File: src/rtl/ser_frame_pkg.sv
// Shared definitions for the serial frame controller: state encoding, fill byte
// and the default header byte.
package ser_frame_pkg;

    typedef enum logic [1:0] {
        ST_IDLE    = 2'd0,
        ST_HEADER  = 2'd1,
        ST_PAYLOAD = 2'd2,
        ST_PARITY  = 2'd3
    } frame_state_t;

    localparam logic [7:0] FILL_BYTE         = 8'h00;
    localparam logic [7:0] SYNC_WORD_DEFAULT = 8'hA5;

endpackage

File: src/rtl/ser_sample_fifo.sv
// Two-entry sample FIFO with a combinational head read; a push into a full FIFO
// is accepted when a pop happens in the same cycle.
module ser_sample_fifo #(
    parameter int WIDTH = 8
) (
    input  logic             clk,
    input  logic             srst,
    input  logic             push,
    input  logic             pop,
    input  logic [WIDTH-1:0] din,
    output logic [WIDTH-1:0] dout,
    output logic             full,
    output logic             empty
);

    logic [WIDTH-1:0] mem_reg [0:1];
    logic             wr_ptr_reg;
    logic             rd_ptr_reg;
    logic [1:0]       count_reg;
    logic             do_push;
    logic             do_pop;

    assign full    = (count_reg == 2'd2);
    assign empty   = (count_reg == 2'd0);
    assign do_pop  = pop && !empty;
    assign do_push = push && (!full || do_pop);
    assign dout    = mem_reg[rd_ptr_reg];

    genvar gi;
    generate
        for (gi = 0; gi < 2; gi++) begin : g_entry
            always_ff @(posedge clk) begin
                if (do_push && (wr_ptr_reg == 1'(gi))) begin
                    mem_reg[gi] <= din;
                end
            end
        end
    endgenerate

    always_ff @(posedge clk) begin
        if (srst) begin
            wr_ptr_reg <= 1'b0;
            rd_ptr_reg <= 1'b0;
            count_reg  <= 2'd0;
        end else begin
            if (do_push) begin
                wr_ptr_reg <= ~wr_ptr_reg;
            end
            if (do_pop) begin
                rd_ptr_reg <= ~rd_ptr_reg;
            end
            case ({do_push, do_pop})
                2'b10:   count_reg <= count_reg + 2'd1;
                2'b01:   count_reg <= count_reg - 2'd1;
                default: count_reg <= count_reg;
            endcase
        end
    end

endmodule

File: src/rtl/ser_frame_ctrl.sv
// Serial frame generator: header byte, PAYLOAD_SAMPLES sample bytes MSB first,
// plus an even-parity bit when SER_FRAME_PARITY_EN is defined.
module ser_frame_ctrl
    import ser_frame_pkg::*;
#(
    parameter logic [7:0] SYNC_WORD       = SYNC_WORD_DEFAULT,
    parameter int         PAYLOAD_SAMPLES = 4
) (
    input  logic        SYS_CLK,
    input  logic        RST,
    input  logic        ENABLE,
    input  logic        TEST_PAT,
    input  logic        SAMPLE_VALID,
    input  logic [7:0]  SAMPLE,
    input  logic        CLR_FLAGS,
    output logic        SAMPLE_READY,
    output logic        DATA_OUT,
    output logic        SYNC,
    output logic        BUSY,
    output logic        OVERRUN,
    output logic        UNDERRUN,
    output logic [15:0] FRAME_CNT
);

    frame_state_t state_reg;
    logic [2:0]   bit_cnt_reg;
    logic [7:0]   byte_cnt_reg;
    logic [7:0]   shift_reg;
    logic [7:0]   test_cnt_reg;
    logic [15:0]  frame_cnt_reg;
    logic         data_out_reg, sync_reg, busy_reg;
    logic         overrun_reg, underrun_reg, test_mode_reg;
`ifdef SER_FRAME_PARITY_EN
    logic         parity_reg;
`endif

    logic       fifo_pop, fifo_push, fifo_full, fifo_empty;
    logic [7:0] fifo_dout;
    logic       byte_end, last_byte, load_payload, payload_end, frame_end;
    logic       start_frame, fill_needed, overrun_set, sample_ready;
    logic [7:0] next_byte;

    ser_sample_fifo #(.WIDTH(8)) u_fifo (
        .clk   (SYS_CLK),
        .srst  (RST),
        .push  (fifo_push),
        .pop   (fifo_pop),
        .din   (SAMPLE),
        .dout  (fifo_dout),
        .full  (fifo_full),
        .empty (fifo_empty)
    );

    // Byte boundaries: the next payload byte is fetched during the last bit of the current byte.
    assign byte_end     = (bit_cnt_reg == 3'd7);
    assign last_byte    = (byte_cnt_reg == 8'(PAYLOAD_SAMPLES - 1));
    assign load_payload = byte_end && ((state_reg == ST_HEADER) ||
                                       ((state_reg == ST_PAYLOAD) && !last_byte));
    assign payload_end  = byte_end && (state_reg == ST_PAYLOAD) && last_byte;
`ifdef SER_FRAME_PARITY_EN
    assign frame_end    = (state_reg == ST_PARITY);
`else
    assign frame_end    = payload_end;
`endif
    assign start_frame  = ENABLE && ((state_reg == ST_IDLE) || frame_end);

    assign fifo_pop     = load_payload && !test_mode_reg && !fifo_empty;
    assign fill_needed  = load_payload && !test_mode_reg && fifo_empty;
    assign next_byte    = test_mode_reg ? test_cnt_reg : (fifo_empty ? FILL_BYTE : fifo_dout);
    assign sample_ready = !fifo_full || fifo_pop;
    assign fifo_push    = SAMPLE_VALID && sample_ready;
    assign overrun_set  = SAMPLE_VALID && !sample_ready;

    always_ff @(posedge SYS_CLK) begin
        if (RST) begin
            state_reg     <= ST_IDLE;
            bit_cnt_reg   <= 3'd0;
            byte_cnt_reg  <= 8'd0;
            shift_reg     <= 8'd0;
            test_cnt_reg  <= 8'd0;
            frame_cnt_reg <= 16'd0;
            data_out_reg  <= 1'b0;
            sync_reg      <= 1'b0;
            busy_reg      <= 1'b0;
            overrun_reg   <= 1'b0;
            underrun_reg  <= 1'b0;
            test_mode_reg <= 1'b0;
`ifdef SER_FRAME_PARITY_EN
            parity_reg    <= 1'b0;
`endif
        end else begin
            // Sticky flags: a set in the same cycle as CLR_FLAGS wins.
            if (overrun_set) begin
                overrun_reg <= 1'b1;
            end else if (CLR_FLAGS) begin
                overrun_reg <= 1'b0;
            end
            if (fill_needed) begin
                underrun_reg <= 1'b1;
            end else if (CLR_FLAGS) begin
                underrun_reg <= 1'b0;
            end

            if (load_payload && test_mode_reg) begin
                test_cnt_reg <= test_cnt_reg + 8'd1;
            end
            if (frame_end) begin
                frame_cnt_reg <= frame_cnt_reg + 16'd1;
            end

            if (start_frame) begin
                state_reg     <= ST_HEADER;
                shift_reg     <= {SYNC_WORD[6:0], 1'b0};
                data_out_reg  <= SYNC_WORD[7];
                sync_reg      <= 1'b1;
                busy_reg      <= 1'b1;
                bit_cnt_reg   <= 3'd0;
                byte_cnt_reg  <= 8'd0;
                test_mode_reg <= TEST_PAT;
`ifdef SER_FRAME_PARITY_EN
                parity_reg    <= 1'b0;
`endif
            end else if (frame_end) begin
                state_reg    <= ST_IDLE;
                data_out_reg <= 1'b0;
                sync_reg     <= 1'b0;
                busy_reg     <= 1'b0;
                bit_cnt_reg  <= 3'd0;
            end else if (state_reg != ST_IDLE) begin
                sync_reg    <= 1'b0;
                bit_cnt_reg <= bit_cnt_reg + 3'd1;
`ifdef SER_FRAME_PARITY_EN
                parity_reg  <= parity_reg ^ data_out_reg;
`endif
                if (load_payload) begin
                    state_reg    <= ST_PAYLOAD;
                    shift_reg    <= {next_byte[6:0], 1'b0};
                    data_out_reg <= next_byte[7];
                    if (state_reg == ST_PAYLOAD) begin
                        byte_cnt_reg <= byte_cnt_reg + 8'd1;
                    end
`ifdef SER_FRAME_PARITY_EN
                end else if (payload_end) begin
                    state_reg    <= ST_PARITY;
                    data_out_reg <= parity_reg ^ data_out_reg;
`endif
                end else begin
                    data_out_reg <= shift_reg[7];
                    shift_reg    <= {shift_reg[6:0], 1'b0};
                end
            end
        end
    end

    assign SAMPLE_READY = sample_ready;
    assign DATA_OUT     = data_out_reg;
    assign SYNC         = sync_reg;
    assign BUSY         = busy_reg;
    assign OVERRUN      = overrun_reg;
    assign UNDERRUN     = underrun_reg;
    assign FRAME_CNT    = frame_cnt_reg;

endmodule

File: config.mk
export PLATFORM = sky130hd
export DESIGN_NAME = ser_frame_ctrl
export DESIGN_NICKNAME = d
export VERILOG_FILES = /design/src/rtl/ser_frame_pkg.sv /design/src/rtl/ser_sample_fifo.sv /design/src/rtl/ser_frame_ctrl.sv
export SDC_FILE = /design/constraint.sdc
export NUM_CORES = 1
export LEC_CHECK = 0
export ABC_AREA = 1
export BUFFER_PORTS_ARGS = -buffer_cell sky130_fd_sc_hd__buf_2
export CORE_AREA = 2 2 88 90
export CTS_CLUSTER_DIAMETER = 200
export DETAILED_ROUTE_END_ITERATION = 8
export DIE_AREA = 0 0 90 92
export PLACE_DENSITY_LB_ADDON = 0.08
export SETUP_SLACK_MARGIN = 0.5
export SLEW_MARGIN = 5
export SYNTH_ARGS = -nofsm -noshare
export SYNTH_HDL_FRONTEND = slang
export SYNTH_HIERARCHICAL = 1
export SYNTH_SLANG_ARGS = --single-unit
File: constraint.sdc
create_clock -name SYS_CLK -period 6.74 [get_ports SYS_CLK]
set_input_delay 0.337 -clock SYS_CLK [delete_from_list [all_inputs] [get_ports SYS_CLK]]
set_output_delay 0.337 -clock SYS_CLK [all_outputs]
set_load 0.02 [all_outputs]
==> metrics.txt, run 1 <==
outcome=completed; maximum achievable frequency=369.6 MHz; Worst Path Max Fanout=20; proportion of netlist area held by the largest area contributor=30.52%; layout net count=521; post-synthesis compound-gate area fraction=9.018%; number of primary I/O pins=36; RSZ-0062 raised after global routing=false; synth unique cells=37; buffer depth of the longest clock path=2; Final Wtd Congestion=0.8286; cell at the root of the clock tree=sky130_fd_sc_hd__clkbuf_8; data required time at the worst endpoint=6.71 ns; Synth-to-Final Area Change=10.61%; post-synthesis mux area share=2.497%; measured slew at the worst slew-check pin=0.7018 ns; routed wire length=7114 microns; Max-Cap Viols=0; Avg Cell Area, Syn=7.724 sq um; CTS tree=yes; initial antenna violation count=0; worst vdd rail ir drop=0.1609 mV; sequential area share after synthesis=43.84%; clk sink count=71; netlist area before placement=0.003607 sq mm; worst clock skew=0.008267 ns; placeable core area=0.007447 sq mm; simple-gate share of the synthesized area=32.15%; data arrival time at the worst-slack endpoint=2.67 ns; Final setup violation count=0; yosys synthesis warning count=6; type of origin of the critical path=flop; flip-flop and latch count after synthesis=71; DIE AREA=0.008280 sq mm; area share of fa/ha/maj cells after synthesis=2.081%; number of nets produced by synthesis=487; Max-Slew Margin vs Limit=53.15%; wire length of the first global-routing pass=12540 microns; pin count of the biggest net entering global routing=25; Port Buf Inserts=35; Slew Limit Fails=0; H-tree Lvls=3; EDFF count, synth=16; die outline width=90 microns; post-route clock period utilization=40.15%; Post-Synth XOR/XNOR Area=2.671%; quantity of hold-fixing buffers added after cts=0; most common cell in the netlist=sky130_fd_sc_hd__nand2_1; Area contributors post-synth=sky130_fd_sc_hd__dfxtp_1 31%, sky130_fd_sc_hd__edfxtp_1 13%, sky130_fd_sc_hd__nand2_1 13%; leakage dissipation=1.590 nW; via count of the first global-routing pass=2869; Final Hold Viols=0; clock buffers created by TritonCTS=9; die height=92 microns; clock transition at the registers of the reported paths=0.07 ns; most numerous cell types in the synthesized netlist=123 x sky130_fd_sc_hd__nand2_1, 55 x sky130_fd_sc_hd__dfxtp_1, 45 x sky130_fd_sc_hd__nor2_1, 44 x sky130_fd_sc_hd__inv_1, 41 x sky130_fd_sc_hd__a21oi_1; asr flop ratio synth=0%; synthesized instance count=467; length of the first detailed-routing pass in iterations=4; clock period minus final worst setup slack=2.706 ns; combinational family with the most area after synthesis=simple AND/OR/NAND/NOR gates; clock network latency to the later pin of the worst-skew pair=0.34 ns; All-Layer GR Usage=18.62%; post-CTS repair timing setup buffer count=0; Antenna Cells=0; Fin Setup TNS=0 ns; Hold Slack=0.1857 ns; starting utilization of the core area=48.44%; number of vias per cell=4.934; via count=3000; estimated wirelength of the detail-placed design=5158 microns; DRC violations left=0; Worst setup EP type=flop; overflow left after global routing=0; initial DRC count=131; cell taking the most area after synthesis=sky130_fd_sc_hd__dfxtp_1; main flop type after synthesis=sky130_fd_sc_hd__dfxtp_1; share of layout cells above drive strength 1=16.40%; Site Rows=32; post-cts gate resize count=0; power density over the cells=206.5 mW/mm^2; worst hold path class=in -> reg; Post-DRT Antenna Nets=0; wire length per cell=11.70 microns; path type of the worst setup path=reg -> reg
## worst max-delay path: stages, from the launching register on
cell	delay, ns
sky130_fd_sc_hd__dfxtp_1	0.35
sky130_fd_sc_hd__ha_1	0.16
sky130_fd_sc_hd__ha_1	0.16
sky130_fd_sc_hd__nand3_1	0.13
sky130_fd_sc_hd__inv_2	0.15
sky130_fd_sc_hd__nand2_8	0.11
sky130_fd_sc_hd__nand2_4	0.23
sky130_fd_sc_hd__nand2_4	0.08
sky130_fd_sc_hd__a21boi_0	0.29
sky130_fd_sc_hd__nand2_1	0.13
sky130_fd_sc_hd__nor2_1	0.53
## metal layers
metal / track usage [%] / vias to the layer above / wire (microns)
li1: - / 1589 / -
met1: 22.01 / 1342 / 3304
met2: 32.77 / 59 / 3437
met3: 4.684 / 10 / 256
met4: 6.795 / 0 / 114
met5: 0 / - / 0
## stage by stage
stage          std cells  area [sq um]  total power [mW]  utilization, %  worst slack (ns)
2_1_floorplan        467          3607            0.5134               -             4.429
3_3_place_gp         592          3819            0.5296           51.28             4.115
3_5_place_dp         592          3819            0.5309           51.28             4.004
4_1_cts              608          3990            0.8325           53.58             3.978
5_1_grt              608          3990            0.8625           53.58             3.755
6_report             608          3990            0.8238           53.58             4.034
## power by group
group | switching [mW] | internal, mW | leakage, nW
Sequential | 0.00938 | 0.450 | 0.595
Combinational | 0.0403 | 0.0207 | 0.907
Clock | 0.149 | 0.154 | 0.0877
Total | 0.199 | 0.625 | 1.59
## cell usage in the layout, fill, tap and decap left out, types with 2 or more instances in the layout
master / netlist / routed
sky130_fd_sc_hd__buf_2: 3 / 35
sky130_fd_sc_hd__edfxtp_1: 16 / 16
sky130_fd_sc_hd__xnor2_1: 3 / 3
sky130_fd_sc_hd__nand2_2: 4 / 4
sky130_fd_sc_hd__xor2_1: 8 / 8
sky130_fd_sc_hd__nand4_1: 8 / 8
sky130_fd_sc_hd__inv_2: 5 / 5
sky130_fd_sc_hd__mux2_2: 8 / 8
sky130_fd_sc_hd__nor3b_1: 2 / 2
sky130_fd_sc_hd__ha_1: 6 / 6
sky130_fd_sc_hd__a21boi_0: 2 / 2
sky130_fd_sc_hd__o21ai_1: 3 / 3
sky130_fd_sc_hd__nand2_4: 5 / 5
sky130_fd_sc_hd__nor2_1: 45 / 45
sky130_fd_sc_hd__o21ai_0: 15 / 15
sky130_fd_sc_hd__inv_1: 44 / 44
sky130_fd_sc_hd__clkbuf_8: 0 / 11
sky130_fd_sc_hd__nand2_8: 2 / 2
sky130_fd_sc_hd__nor2_2: 2 / 2
sky130_fd_sc_hd__a21oi_1: 41 / 41
sky130_fd_sc_hd__nor2_4: 4 / 4
sky130_fd_sc_hd__nand3_2: 2 / 2
sky130_fd_sc_hd__dfxtp_1: 55 / 55
sky130_fd_sc_hd__clkbuf_1: 2 / 4
sky130_fd_sc_hd__nor3_1: 8 / 8
sky130_fd_sc_hd__nand3_1: 37 / 37
sky130_fd_sc_hd__nand2_1: 123 / 123
## cell families (layout without fill, tap and decap cells)
| logic type | Yosys count | after routing |
|---|---|---|
| and+or+nand+nor | 246 | 246 |
| DFF | 71 | 71 |
| AOI/OAI and AO/OA | 63 | 63 |
| buffers and inverters | 62 | 101 |
| xor gates and xnor gates | 11 | 11 |
| muxes | 8 | 8 |
| adders and majority gates | 6 | 6 |
## area by class of cell
type / count / area, sq um
clock buffers: 15 / 166.4
repair buffers: 35 / 175.2
flip-flops and latches: 71 / 1582
clock inverters: 1 / 5.005
inverters: 50 / 187.7
well taps: 102 / 127.6
multi-input cells: 334 / 1747
fillers: 742 / 3457
## worst paths after layout
check	to	startpoint	depth (start not counted)	slack, ns
setup / recovery	u_fifo/mem_reg[0][0]	bit_cnt_reg[0]	10	4.03
hold / removal	u_fifo/mem_reg[1][6]	SAMPLE[6]	1	0.19
setup reg to reg	u_fifo/mem_reg[0][0]	bit_cnt_reg[0]	10	4.03
hold reg to reg	SYNC	SYNC	2	0.47
(Power assumes the default switching activity.)
==> run 2, diff against run 1 <==
==> constraint.sdc (replaced) <==
create_clock -name SYS_CLK -period 2.2 [get_ports SYS_CLK]
set_input_delay 0.11 -clock SYS_CLK [delete_from_list [all_inputs] [get_ports SYS_CLK]]
set_output_delay 0.11 -clock SYS_CLK [all_outputs]
set_load 0.02 [all_outputs]
==> run 2 against run 1 <==
Against the previous run: hold slack lost 0.15 ns; clock power grew to 2.9 times the previous value; final area is 9.1% higher; global-route usage increased by 0.54 points; maximum frequency rose by 41%; clock skew rose by 0.0023 ns; sequential power rose to 3.1 times the previous value; combinational power rose to 4.1 times the previous value.
==> metrics.txt, run 2 (synthesized netlist as in run 1, its figures left out) <==
Final Wtd Congestion=0.8172 (-1.4%); Final Hold Viols=0 (unchanged); overflow left after global routing=0 (unchanged); pre-CTS worst setup slack=0.2093 ns (-3.795 ns); via count=3080 (+2.7%); Synth-to-Final Area Change=20.67%; Port Buf Inserts=35 (unchanged); Worst setup EP type=flop; post-route clock period utilization=87.22% (+47 points); clock transition at the registers of the reported paths=0.07 ns (about the same); switching power total=627.9 uW (+220%); Cells on Worst Hold Path=4 (+3); die height=92 microns (unchanged); Antenna Cells=0 (unchanged); wire length per cell=11.89 microns (+1.6%); length of the first detailed-routing pass in iterations=4 (unchanged); worst-case register-to-register setup slack=0.28 ns (-3.75 ns); critical-path cell list=ha_4 > ha_4 > nand3_4 > inv_4 > nand2_8 > nand2_8 > nand2_8 > a21boi_4 > nand2_4 > ha_4 > inv_4 > nand2_2 > nor2_1 > nor2_1 > nor2_1; Slew Limit Fails=0 (unchanged); WHS Endpoint=OVERRUN; clk sink count=71 (unchanged); H-tree Lvls=3 (unchanged); startpoint of the most critical hold path=CLR_FLAGS; layout net count=545 (+4.6%); CTS tree=yes; power share of the sequential group=55.3% (-0.5 points); DIE AREA=0.008280 sq mm (unchanged); cell at the root of the clock tree=sky130_fd_sc_hd__clkbuf_8; met2 wirelength from detailed routing=3626 microns (+5.5%); fraction of power spent switching nets=24.83% (+0.67 points); data required time at the worst endpoint=2.44 ns (-4.27 ns); leakage dissipation=1.692 nW (+6.4%); worst vdd rail ir drop=0.3604 mV (+120%); power density over the cells=580.9 mW/mm^2 (+180%); measured slew at the worst slew-check pin=0.5063 ns (-0.1954 ns); relative contribution of the clock network to total power=34.8% (-2.0 points); outcome=completed; estimated wirelength of the detail-placed design=5236 microns (+1.5%); Worst Path Max Fanout=4 (-80%); P_int=1.901 mW (+200%); RSZ-0062 raised after global routing=true; Worst R2R Path Depth=15 (+5); Max-Cap Viols=0 (unchanged); Site Rows=32 (unchanged); pin count of the biggest net entering global routing=24 (-4.0%); routed wire length=7514 microns (+5.6%); destination of the worst register-to-register timing path=u_fifo/count_reg[1]; slowest cell on the critical path=sky130_fd_sc_hd__dfxtp_2; worst clock skew=0.01054 ns (+0.002274 ns); Bufs and invs on worst path=2 (+1); routed metal-1 wirelength=3561 microns (+7.8%); die outline width=90 microns (unchanged); number of primary I/O pins=36 (unchanged); largest stage delay on the critical path=0.35 ns (-0.18 ns); Post-DRT Antenna Nets=0 (unchanged); initial antenna violation count=0 (unchanged); clock network latency to the later pin of the worst-skew pair=0.34 ns (about the same); starting utilization of the core area=48.44% (unchanged); wire length of the first global-routing pass=12840 microns (+2.4%); startpoint of the worst register-to-register path=bit_cnt_reg[0]; number of vias per cell=4.873 (-1.2%); Max-Slew Margin vs Limit=66.21% (+13 points); data arrival time at the worst-slack endpoint=2.16 ns (-0.51 ns); fin worst setup slack=0.2812 ns (-3.753 ns); uppermost routed layer=met4; maximum achievable frequency=521.1 MHz (+41%); clock buffers created by TritonCTS=9 (unchanged); detailed route wirelength on metal3=211 microns (-18%); clock period minus final worst setup slack=1.919 ns (-0.7871 ns); All-Layer GR Usage=19.15% (+0.54 points); type of origin of the critical path=flop; share of layout cells above drive strength 1=23.02% (+6.6 points); worst hold path class=in -> reg; delay-heaviest family, CP=simple AND/OR/NAND/NOR gates; most common cell after layout, fill and taps aside=sky130_fd_sc_hd__nand2_1; Fin Setup TNS=0 ns (unchanged); combinational group share of total power=9.9% (+2.5 points); initial DRC count=87 (-34%); Final setup violation count=0 (unchanged); path type of the worst setup path=reg -> reg; most frequent cells in the layout=119 x sky130_fd_sc_hd__nand2_1, 51 x sky130_fd_sc_hd__dfxtp_1, 43 x sky130_fd_sc_hd__nor2_1; buffer depth of the longest clock path=2 (unchanged); DRC violations left=0 (unchanged); placeable core area=0.007447 sq mm (unchanged); via count of the first global-routing pass=2924 (+1.9%)
[run 2: routing by layer]
metal | vias to the layer above | GRT usage (%)
li1 | 1632 | -
met1 | 1388 | 23.44
met2 | 48 | 33.52
met3 | 12 | 3.451
met4 | 0 | 7.564
met5 | - | 0
[run 2: area by class of cell]
| cell class | instances | area, sq um |
|---|---|---|
| fillers | 741 | 3094 |
| multi-input cells | 334 | 1894 |
| flip-flops and latches | 71 | 1589 |
| repair buffers | 59 | 381.6 |
| inverters | 50 | 195.2 |
| clock buffers | 11 | 141.4 |
| well taps | 102 | 127.6 |
| clock inverters | 5 | 23.77 |
[run 2: worst max path at each step]
| stage | startpoint | to | slack, ns | depth (start not counted) |
|---|---|---|---|---|
| after floorplan | bit_cnt_reg[1] | u_fifo/mem_reg[0][0] | 0.22 | 11 |
| after global placement | bit_cnt_reg[1] | u_fifo/mem_reg[0][5] | 0.23 | 10 |
| after detailed placement | bit_cnt_reg[0] | u_fifo/mem_reg[0][2] | 0.21 | 10 |
| after CTS | bit_cnt_reg[0] | u_fifo/count_reg[1] | 0.30 | 15 |
| after global routing | bit_cnt_reg[0] | u_fifo/count_reg[1] | 0.14 | 15 |
| final | bit_cnt_reg[0] | u_fifo/count_reg[1] | 0.28 | 15 |
[run 2: worst min-delay path: cells and delay by family]
family                 cells  cell delay, ns
buffers and inverters      2            0.11
AND/OR/NAND/NOR            1            0.05
AO/OA/AOI/OAI              1            0.05
[run 2: stage by stage]
| step | total power, mW | std cells | cell area [sq um] | hold slack (ns) | utilization, % |
|---|---|---|---|---|---|
| 4_1_cts | 2.566 | 631 | 4322 | 0.01541 | 58.03 |
| 5_1_grt | 2.655 | 632 | 4353 | 0.03446 | 58.45 |
| 6_report | 2.528 | 632 | 4353 | 0.03597 | 58.45 |
| 3_5_place_dp | 1.644 | 600 | 3958 | 0.3010 | 53.14 |
| 2_1_floorplan | 1.580 | 467 | 3686 | 0.1791 | - |
| 3_3_place_gp | 1.641 | 600 | 3958 | 0.2984 | 53.14 |
[run 2: power groups by stage]
stage                     registers (mW)  clock network [mW]  logic (mW)
after floorplan                     1.43                   0       0.148
after global placement              1.43                   0       0.215
after detailed placement            1.43                   0       0.216
after CTS                           1.40               0.921       0.248
after global routing                1.40               0.972       0.281
final                               1.40               0.881       0.250
[run 2: timing repair]
item,in CTS,in global routing
setup endpoints to repair,38,38
gates resized for setup,13,7
setup buffers,7,1
hold endpoints to repair,16,0
gates cloned,0,0
pin swaps,11,2
hold buffers,8,0
